**src/rtl/mem_pkg.sv**
```systemverilog
// mem_pkg: size encodings, LSU state type and lane/alignment helpers
package mem_pkg;
  localparam logic [1:0] SZ_B = 2'd0;
  localparam logic [1:0] SZ_H = 2'd1;
  localparam logic [1:0] SZ_W = 2'd2;
  localparam logic [1:0] SZ_D = 2'd3;
  typedef enum logic [1:0] {IDLE, BUSY, RESP} lsu_state_t;
  function automatic logic [7:0] lane_be(input logic [1:0] size, input logic [2:0] off);
    logic [15:0] m;
    m = ((16'd1 << (4'd1 << size)) - 16'd1) << off;
    return m[7:0];
  endfunction
  function automatic logic misaligned(input logic [1:0] size, input logic [2:0] off, input int data_w);
    return ((off & ((3'd1 << size) - 3'd1)) != 3'd0) || (size == SZ_D && data_w == 32);
  endfunction
endpackage

```
**src/rtl/mem_lane_ext.sv**
```systemverilog
// mem_lane_ext: shifts the addressed bytes of a bus word down and sign/zero-extends them
module mem_lane_ext
  import mem_pkg::*;
#(
  parameter int DATA_W = 32,
  localparam int OFF_W = $clog2(DATA_W / 8)
) (
  input  logic [DATA_W-1:0] data_i,
  input  logic [OFF_W-1:0]  off_i,
  input  logic [1:0]        size_i,
  input  logic              unsigned_i,
  output logic [DATA_W-1:0] ext_o
);
  logic [DATA_W-1:0] sh, keep;
  logic sgn;
  // keep the low 8<<size bits of the shifted word, fill the rest with the sign
  always_comb begin
    sh = data_i >> {off_i, 3'b000};
    keep = ~({DATA_W{1'b1}} << (7'd8 << size_i));
    sgn = ~unsigned_i & (size_i == SZ_B ? sh[7] : size_i == SZ_H ? sh[15] : size_i == SZ_W ? sh[31] : sh[DATA_W-1]);
    ext_o = (sh & keep) | ({DATA_W{sgn}} & ~keep);
  end
endmodule

```
**src/rtl/mem_lsu.sv**
```systemverilog
// mem_lsu: multi-cycle load/store bus master for the MEM stage with alignment, timeout and flush handling
module mem_lsu
  import mem_pkg::*;
#(
  parameter int DATA_W  = 32,
  parameter int ADDR_W  = 32,
  parameter int TIMEOUT = 16,
  localparam int LANES  = DATA_W / 8,
  localparam int OFF_W  = $clog2(LANES),
  localparam int CNT_W  = $clog2(TIMEOUT)
) (
  input  logic              clk,
  input  logic              reset,
  input  logic              in_valid,
  input  logic              in_we,
  input  logic [1:0]        in_size,
  input  logic              in_unsigned,
  input  logic [ADDR_W-1:0] in_addr,
  input  logic [DATA_W-1:0] in_wdata,
  input  logic              flush,
  output logic              stall,
  output logic              done,
  output logic [DATA_W-1:0] rdata,
  output logic              exc_adel,
  output logic              exc_ades,
  output logic              exc_bus,
  output logic              bus_req,
  output logic              bus_we,
  output logic [ADDR_W-1:0] bus_addr,
  output logic [LANES-1:0]  bus_be,
  output logic [DATA_W-1:0] bus_wdata,
  input  logic              bus_ack,
  input  logic              bus_err,
  input  logic [DATA_W-1:0] bus_rdata
);
  lsu_state_t state_q, state_d;
  logic [CNT_W-1:0] cnt_q, cnt_d;
  logic kill_q, kill_d, exc_bus_q, exc_bus_d;
  logic [DATA_W-1:0] rdata_q, rdata_d, ext, wrep, wdata_q;
  logic [ADDR_W-1:0] addr_q;
  logic [LANES-1:0] be_q;
  logic [OFF_W-1:0] off, off_q;
  logic [1:0] size_q;
  logic we_q, uns_q, mis, idle_req, accept, busy, tmo, kill_now;
  assign off = in_addr[OFF_W-1:0];
  assign mis = misaligned(in_size, 3'(off), DATA_W);
  assign idle_req = ~reset & state_q == IDLE & in_valid & ~flush;
  assign accept = idle_req & ~mis;
  assign busy = state_q == BUSY;
  assign tmo = cnt_q == CNT_W'(TIMEOUT - 1);
  assign kill_now = kill_q | flush;
  assign stall = accept | busy;
  assign done = state_q == RESP;
  assign rdata = rdata_q;
  assign exc_bus = exc_bus_q;
  assign exc_adel = idle_req & mis & ~in_we;
  assign exc_ades = idle_req & mis & in_we;
  assign bus_req = busy;
  assign bus_we = busy & we_q;
  assign bus_addr = addr_q;
  assign bus_be = be_q;
  assign bus_wdata = wdata_q;
  for (genvar g = 0; g < LANES; g++) begin : g_rep
    assign wrep[8*g +: 8] = in_size == SZ_B ? in_wdata[7:0] : in_size == SZ_H ? in_wdata[8*(g%2) +: 8] :
                            in_size == SZ_W ? in_wdata[8*(g%4) +: 8] : in_wdata[8*g +: 8];
  end
  mem_lane_ext #(.DATA_W(DATA_W)) u_ext (
    .data_i(bus_rdata),
    .off_i(off_q),
    .size_i(size_q),
    .unsigned_i(uns_q),
    .ext_o(ext)
  );
  // latch the accepted request so the bus sees stable values until ack
  always_ff @(posedge clk or posedge reset) begin
    if (reset) begin
      addr_q <= '0;
      be_q <= '0;
      wdata_q <= '0;
      we_q <= 1'b0;
      uns_q <= 1'b0;
      size_q <= '0;
      off_q <= '0;
    end else if (accept) begin
      addr_q <= {in_addr[ADDR_W-1:OFF_W], {OFF_W{1'b0}}};
      be_q <= LANES'(lane_be(in_size, 3'(off)));
      wdata_q <= wrep;
      we_q <= in_we;
      uns_q <= in_unsigned;
      size_q <= in_size;
      off_q <= off;
    end
  end
  // FSM, timeout counter, kill flag and registered response
  always_ff @(posedge clk or posedge reset) begin
    if (reset) begin
      state_q <= IDLE;
      cnt_q <= '0;
      kill_q <= 1'b0;
      exc_bus_q <= 1'b0;
      rdata_q <= '0;
    end else begin
      state_q <= state_d;
      cnt_q <= cnt_d;
      kill_q <= kill_d;
      exc_bus_q <= exc_bus_d;
      rdata_q <= rdata_d;
    end
  end
  // next state: a killed access skips RESP so no done or exc_bus reaches the pipeline
  always_comb begin
    state_d = state_q;
    cnt_d = cnt_q;
    kill_d = kill_q;
    exc_bus_d = exc_bus_q;
    rdata_d = rdata_q;
    case (state_q)
      IDLE: if (accept) begin
        state_d = BUSY;
        cnt_d = '0;
        kill_d = 1'b0;
      end
      BUSY: begin
        cnt_d = cnt_q + 1'b1;
        kill_d = kill_now;
        if (bus_ack | tmo) begin
          state_d = kill_now ? IDLE : RESP;
          kill_d = 1'b0;
          exc_bus_d = ~kill_now & (~bus_ack | bus_err);
          rdata_d = (kill_now | we_q | ~bus_ack) ? '0 : ext;
        end
      end
      RESP: begin
        state_d = IDLE;
        exc_bus_d = 1'b0;
        rdata_d = '0;
      end
      default: state_d = IDLE;
    endcase
  end
endmodule

```
**config.mk**
```make
export PLATFORM = sky130hd
export DESIGN_NAME = mem_lsu
export DESIGN_NICKNAME = d
export VERILOG_FILES = /design/src/rtl/mem_pkg.sv /design/src/rtl/mem_lane_ext.sv /design/src/rtl/mem_lsu.sv
export SDC_FILE = /design/constraint.sdc
export NUM_CORES = 1
export LEC_CHECK = 0
export CORE_MARGIN = 2
export CORE_UTILIZATION = 29
export DETAILED_ROUTE_END_ITERATION = 6
export PLACE_DENSITY_LB_ADDON = 0.05
export SYNTH_ARGS = -nofsm -noshare
export SYNTH_HDL_FRONTEND = slang
export SYNTH_SLANG_ARGS = --single-unit
```
**constraint.sdc**
```tcl
create_clock -name clk -period 12.3 [get_ports clk]
set_clock_uncertainty 0.2 [all_clocks]
set_input_delay 2.46 -clock clk [delete_from_list [all_inputs] [get_ports clk]]
set_output_delay 2.46 -clock clk [all_outputs]
set_load 0.02 [all_outputs]
```
Word level (Yosys, flattened, before mapping) --
Index checks and enable logic that the tools add are counted.
Storage, ports and cells: memory bits (read-only) 0, flip-flop bits (word level) 112, memories 0, latch bits 0, logic and storage cells 90, output and inout bits 107, input bits 106, memory bits (writable) 0
Cells by class: equality and inequality tests 8, multiplexer cells 21, reductions and logical operators 10, $lt $le $gt $ge 0, bitwise logic cells 29, add/subtract/negate cells 3, div/mod/pow operators 0, shifts and indexed selects 7, $mul 0
Operators with widths (number):
- 32-bit AND | 2
- 32-bit two-way mux | 2
- 32-bit inverter | 2
- 32-bit case mux with 2 select lines | 1
- 8-bit two-way mux | 5
- 32-bit OR | 1
- 32-bit by 7-bit left shift with 32-bit output, first input constant | 1
- 32-bit by 5-bit right shift with 32-bit output | 1
- 1-bit by 4-bit left shift with 16-bit output, first input constant | 1
- 16-bit by 2-bit left shift with 4-bit output | 1
- 16-bit by 1-bit subtractor with 16-bit output, second input constant | 1
- 1-bit AND | 10
- 4-bit case mux with 2 select lines | 1
- 1-bit inverter | 7
- 4-bit by 2-bit left shift with 7-bit output, first input constant | 1
- 2-bit by 1-bit equality test with 1-bit output, second input constant | 3
- 2-bit zero test | 3
- 2-bit two-way mux | 3
- 1-bit OR | 6
- 2-bit AND reduction | 3
- 1-bit two-way mux | 5
- 4-bit by 1-bit adder with 4-bit output, second input constant | 1
- 2-bit equality test, second input constant | 2
- 4-bit equality test, second input constant | 1
- 12 further kinds | 14

Longest topological paths before layout --
word-level depth 9, gate-level depth with buffers 7, mapped depth without buffers 5

Hierarchy --
A second synthesis with hierarchy kept.
Unflattened totals: cell total of the unflattened synthesis 453, area, all modules 5514.0 sq um
By module, submodules not included:
- mem_lsu | cells each 350, area each 4748.3 sq um, sequential area each 2802.7 sq um, instances 1
- mem_lane_ext | cells each 103, area each 765.7 sq um, sequential area each 0.0 sq um, instances 1

Worst setup path after synthesis --
OpenSTA, ideal clock, no wires.
kind in2out, start input port in_addr[0], end output port stall, buffers on the path 1, required time 9640 ps, setup slack 6239 ps, data arrival time 3401 ps, cell stages on the path 5, cells stage by stage buf_2 o21ai_1 nand4_2 a21o_1 inv_1
On the way: longest elaborated chain between the ends 6
Ends and longest elaborated chain:
- start: declaration | line mem_lsu.sv:18 | input logic [ADDR_W-1:0] in_addr,
- 2-bit by 3-bit AND with 3-bit output | line mem_pkg.sv:14 | return ((off & ((3'd1 << size) - 3'd1)) != 3'd0) || (size == SZ_D && data_w == 32);
- 3-bit nonzero test | line mem_pkg.sv:14
- 1-bit logical OR | line mem_pkg.sv:14
- 1-bit inverter | line mem_lsu.sv:48 | assign accept = idle_req & ~mis;
- 1-bit AND | line mem_lsu.sv:48
- 1-bit OR | line mem_lsu.sv:52 | assign stall = accept | busy;
- end: declaration | line mem_lsu.sv:21 | output logic stall,
No other way between the ends.

Final worst setup path --
start input port in_size[1], end output port stall
On the way: longest elaborated chain between the ends 8, elaborated cells on any way between the ends 9, those cells by class 1 x add/sub; 1 x eq/ne; 1 x shift; 4 x bitwise; 2 x reduce/logical
Ends and longest elaborated chain:
- start: declaration | line mem_lsu.sv:16 | input logic [1:0] in_size,
- 1-bit by 2-bit left shift with 3-bit output | line mem_pkg.sv:14
- 3-bit by 1-bit subtractor with 3-bit output | line mem_pkg.sv:14
- 2-bit by 3-bit AND with 3-bit output | line mem_pkg.sv:14
- 3-bit nonzero test | line mem_pkg.sv:14
- 1-bit logical OR * | line mem_pkg.sv:14
- 1-bit inverter * | line mem_lsu.sv:48
- 1-bit AND * | line mem_lsu.sv:48
- 1-bit OR * | line mem_lsu.sv:52
Every way passes the cells marked *; elsewhere a longest branch is shown, timed or not.

==> out/metrics.csv <==
stage,metric,value,unit
min_path,min-delay worst type,register to register,
layout,Non-Filler Instances,892,
synth,synth top area cells,"dfrtp_1 (53%), mux2_1 (9.2%), mux2i_1 (8.1%)",
routing,final wirelength,15.5,mm
global_route,first-pass GRT wire length,24.7,mm
timing,fin crit period,7.56,ns
synth,share of the synthesized area in the top cell type,53.1,%
setup_path,critical path class,primary input to primary output,
clocking,clk_lat worst skew,0.34,ns
timing,fmax,0.132,GHz
setup_path,Crit path top cell by count,clkdlybuf4s50_1,
timing,Final Max Tran Viols,0,
clocking,Root Driver,clkbuf_16,
timing,worst-margin pin slew,1.10,ns
layout,fraction of final layout cells sized beyond drive strength 1,5.43,%
setup_path,CP top delay family,buffers and inverters,
global_route,largest net degree at the start of global routing,81,
placed_design,Buffers on Ports,210,
clocking,H-tree levels,3,
setup_path,R2R Setup Slk,9.68,ns
synth,Synth area leader,dfrtp_1,
synth,synthesized cell area,5280,µm²
setup_path,Buf/Inv on CP,4,
global_route,vias in the first global route,4518,
power,Net Sw Frac,34.9,%
synth,"EDFF count, synth",0,
synth,mean area per synthesized cell,11.4,µm²
synth,number of synthesized register bits,112,
routing,Vias per Instance,4.84,
timing,hold slack,0.287,ns
synth,most frequent cell after synthesis,dfrtp_1,
floorplan,FP Rows,49,
power,Pleak,3.31,nW
synth,post-synthesis sequential area ratio,53.1,%
global_route,initial antenna violation count,0,
layout,antenna cells,0,
timing,headroom to the max-slew limit,27.0,%
setup_path,Critical Path Sink Type,primary output,
global_route,total grt overflow,0,
power,power share of the clock group,20.5,%
synth,unique cell type count in the Yosys netlist,48,
run,number of max-cap violations,0,
power,Comb pwr share,40.2,%
layout,fillers,1700,
setup_path,WP data required,9.64,ns
global_route,total track usage,16.1,%
outcome,status,"finished, final reports clean",
power,Internal Power,0.870,mW
placed_design,pre-CTS WS,4.71,ns
timing,fin crit share,61.5,%
layout,area growth from synthesis to layout,48.2,%
clocking,TritonCTS Buffers,9,
timing,# setup viols final,0,
clocking,CTS tree,yes,
placed_design,# placed instances,877,
routing,DRC,0,
setup_path,crit-path max cell delay,0.60,ns
timing,RSZ-0062 raised after global routing,no,
layout,nets,766,
floorplan,starting density of the core,29.5,%
layout,final core occ,43.7,%
setup_path,crit path DAT,4.90,ns
floorplan,Die ar.,19300,µm²
floorplan,core area,17900,µm²
setup_path,CP max FO,34,
synth,asr flop ratio synth,100,%
floorplan,DIE WIDTH,139,µm
power,Peak VDD IR,0.0000658,V
setup_path,Startpoint Class,primary input,
power,sequential power share,39.3,%
setup_path,slowest stage cell on the critical path,clkdlybuf4s50_1,
layout,Multi-input gate area,2300,µm²
timing,Final Hold Fails,0,
clocking,post_cts resized,0,
layout,FF+latch area,2800,µm²
placed_design,DP Wirelength,11.1,mm
power,pwr dens,171,nW/µm²
clocking,Clock Sinks,112,
clocking,clock transition at the registers of the reported paths,0.07,ns
routing,drt pass-1 iters,4,
synth,yosys warns,0,
power,P_sw,0.466,mW
clocking,Post-CTS Setup Repair Bufs,0,
routing,DR vias,4319,
routing,DR iter-0 viols,207,
synth,"Top FF cell, synth",dfrtp_1,
floorplan,IO Pins,213,
timing,Setup WS post-layout,4.74,ns
routing,WL/cell,17.4,µm
clocking,Max clock buf depth,2,
setup_path,cell chain of the critical path,clkdlybuf4s50_1 -> buf_4 -> o21ai_1 -> nand4_4 -> a21o_1 -> inv_1 -> clkdlybuf4s50_1,
timing,Fin Setup TNS,0,ns
routing,"antenna viol nets, final",0,
floorplan,die height,139,µm
synth,Post-synth top cells,"dfrtp_1 (112), nand2_1 (62), mux2_1 (43), mux2i_1 (43), o21ai_1 (26)",
clocking,Hold Buf Count CTS,0,
placed_design,routability cong.,0.798,
synth,Cells after Synth,465,
-- sequential cells by signal, summed over array words and instances (netlist names) --
| name | count |
|---|---|
| bus_addr | 30 |
| state_q | 2 |
| uns_q | 1 |
| rdata | 32 |
| cnt_q | 4 |
| we_q | 1 |
| off_q | 2 |
| exc_bus | 1 |
| bus_be | 4 |
| size_q | 2 |
| kill_q | 1 |
| bus_wdata | 32 |
-- placed cells by master (no fill, tap or decap), drive strengths merged, types with 2 or more instances in the layout --
master         synthesis  final
clkdlybuf4s50          0    210
dfrtp                112    112
nand2                 62     62
mux2                  43     43
mux2i                 43     43
o21ai                 39     39
o211ai                15     15
nor2                  14     14
a21oi                 12     12
nor2b                 11     11
clkbuf                10     10
a32o                   9      9
a211o                  8      8
nand3b                 8      8
a221o                  8      8
buf                   25      7
nor3                   6      6
nand2b                 5      5
inv                    5      5
clkinv                 0      4
and2                   3      3
o2bb2ai                3      3
o31ai                  3      3
or2                    2      2
a22o                   2      2
conb                   1      2
nand4b                 2      2
o22ai                  2      2
-- worst paths after layout --
kind | endpoint | from | depth (start not counted)
setup / recovery | stall | in_size[1] | 7
hold / removal | bus_wdata[26] | bus_wdata[26] | 2
setup reg to reg | bus_addr[26] | state_q[1] | 4
hold reg to reg | bus_wdata[26] | bus_wdata[26] | 2
max in group asynchronous | rdata[25] | reset | 3
min in group asynchronous | bus_addr[22] | reset | 2
-- routing by layer --
metal / vias to the layer above / global-route usage (%) / part of all wire (%)
met4: 0 / 4.47 / 1.1
met1: 2111 / 20.8 / 43
met3: 12 / 5.87 / 8.9
met2: 142 / 25.5 / 47
met5: - / 0 / 0
li1: 2054 / - / -
-- power groups by stage --
stage / sequential (mW) / clock (mW) / combinational (mW)
final: 0.526 / 0.274 / 0.536
after global placement: 0.529 / 0 / 0.538
after floorplan: 0.630 / 0 / 0.176
after detailed placement: 0.533 / 0 / 0.542
after global routing: 0.542 / 0.303 / 0.575
after CTS: 0.527 / 0.286 / 0.544
-- layout make-up --
cell class,instances,share of cell area (%)
inverter,5,0.272
clock inverter,5,0.447
clock buffer,10,2.92
sequential,112,35.8
multi-input combinational,314,29.4
tap,229,3.66
timing repair buffer,217,27.5
-- kinds of logic after synthesis --
logic type               after synthesis  share of synthesized area, %
AO/OA/AOI/OAI                        106                          14.4
XOR/XNOR                               1                         0.166
adder cells (fa/ha/maj)                1                         0.237
buffers and inverters                 40                          3.62
flip-flops                           112                          53.1
multiplexers                          86                          17.3
other                                  1                        0.0710
AND/OR/NAND/NOR                      118                          11.2
-- worst reg2reg max path, stage by stage, from the launching register on --
cell     delay, ns
dfrtp_1       0.48
nor3_2        0.38
nand4_4       0.46
buf_4         0.53
mux2_1        0.46
-- through the flow --
step | power, mW | instance area, µm²
floorplan | 0.806 | 5290
global placement | 1.07 | 7560
detailed placement | 1.07 | 7560
CTS | 1.36 | 7830
global route | 1.42 | 7830
finish | 1.34 | 7830
Power figures use the tool's default switching activity.
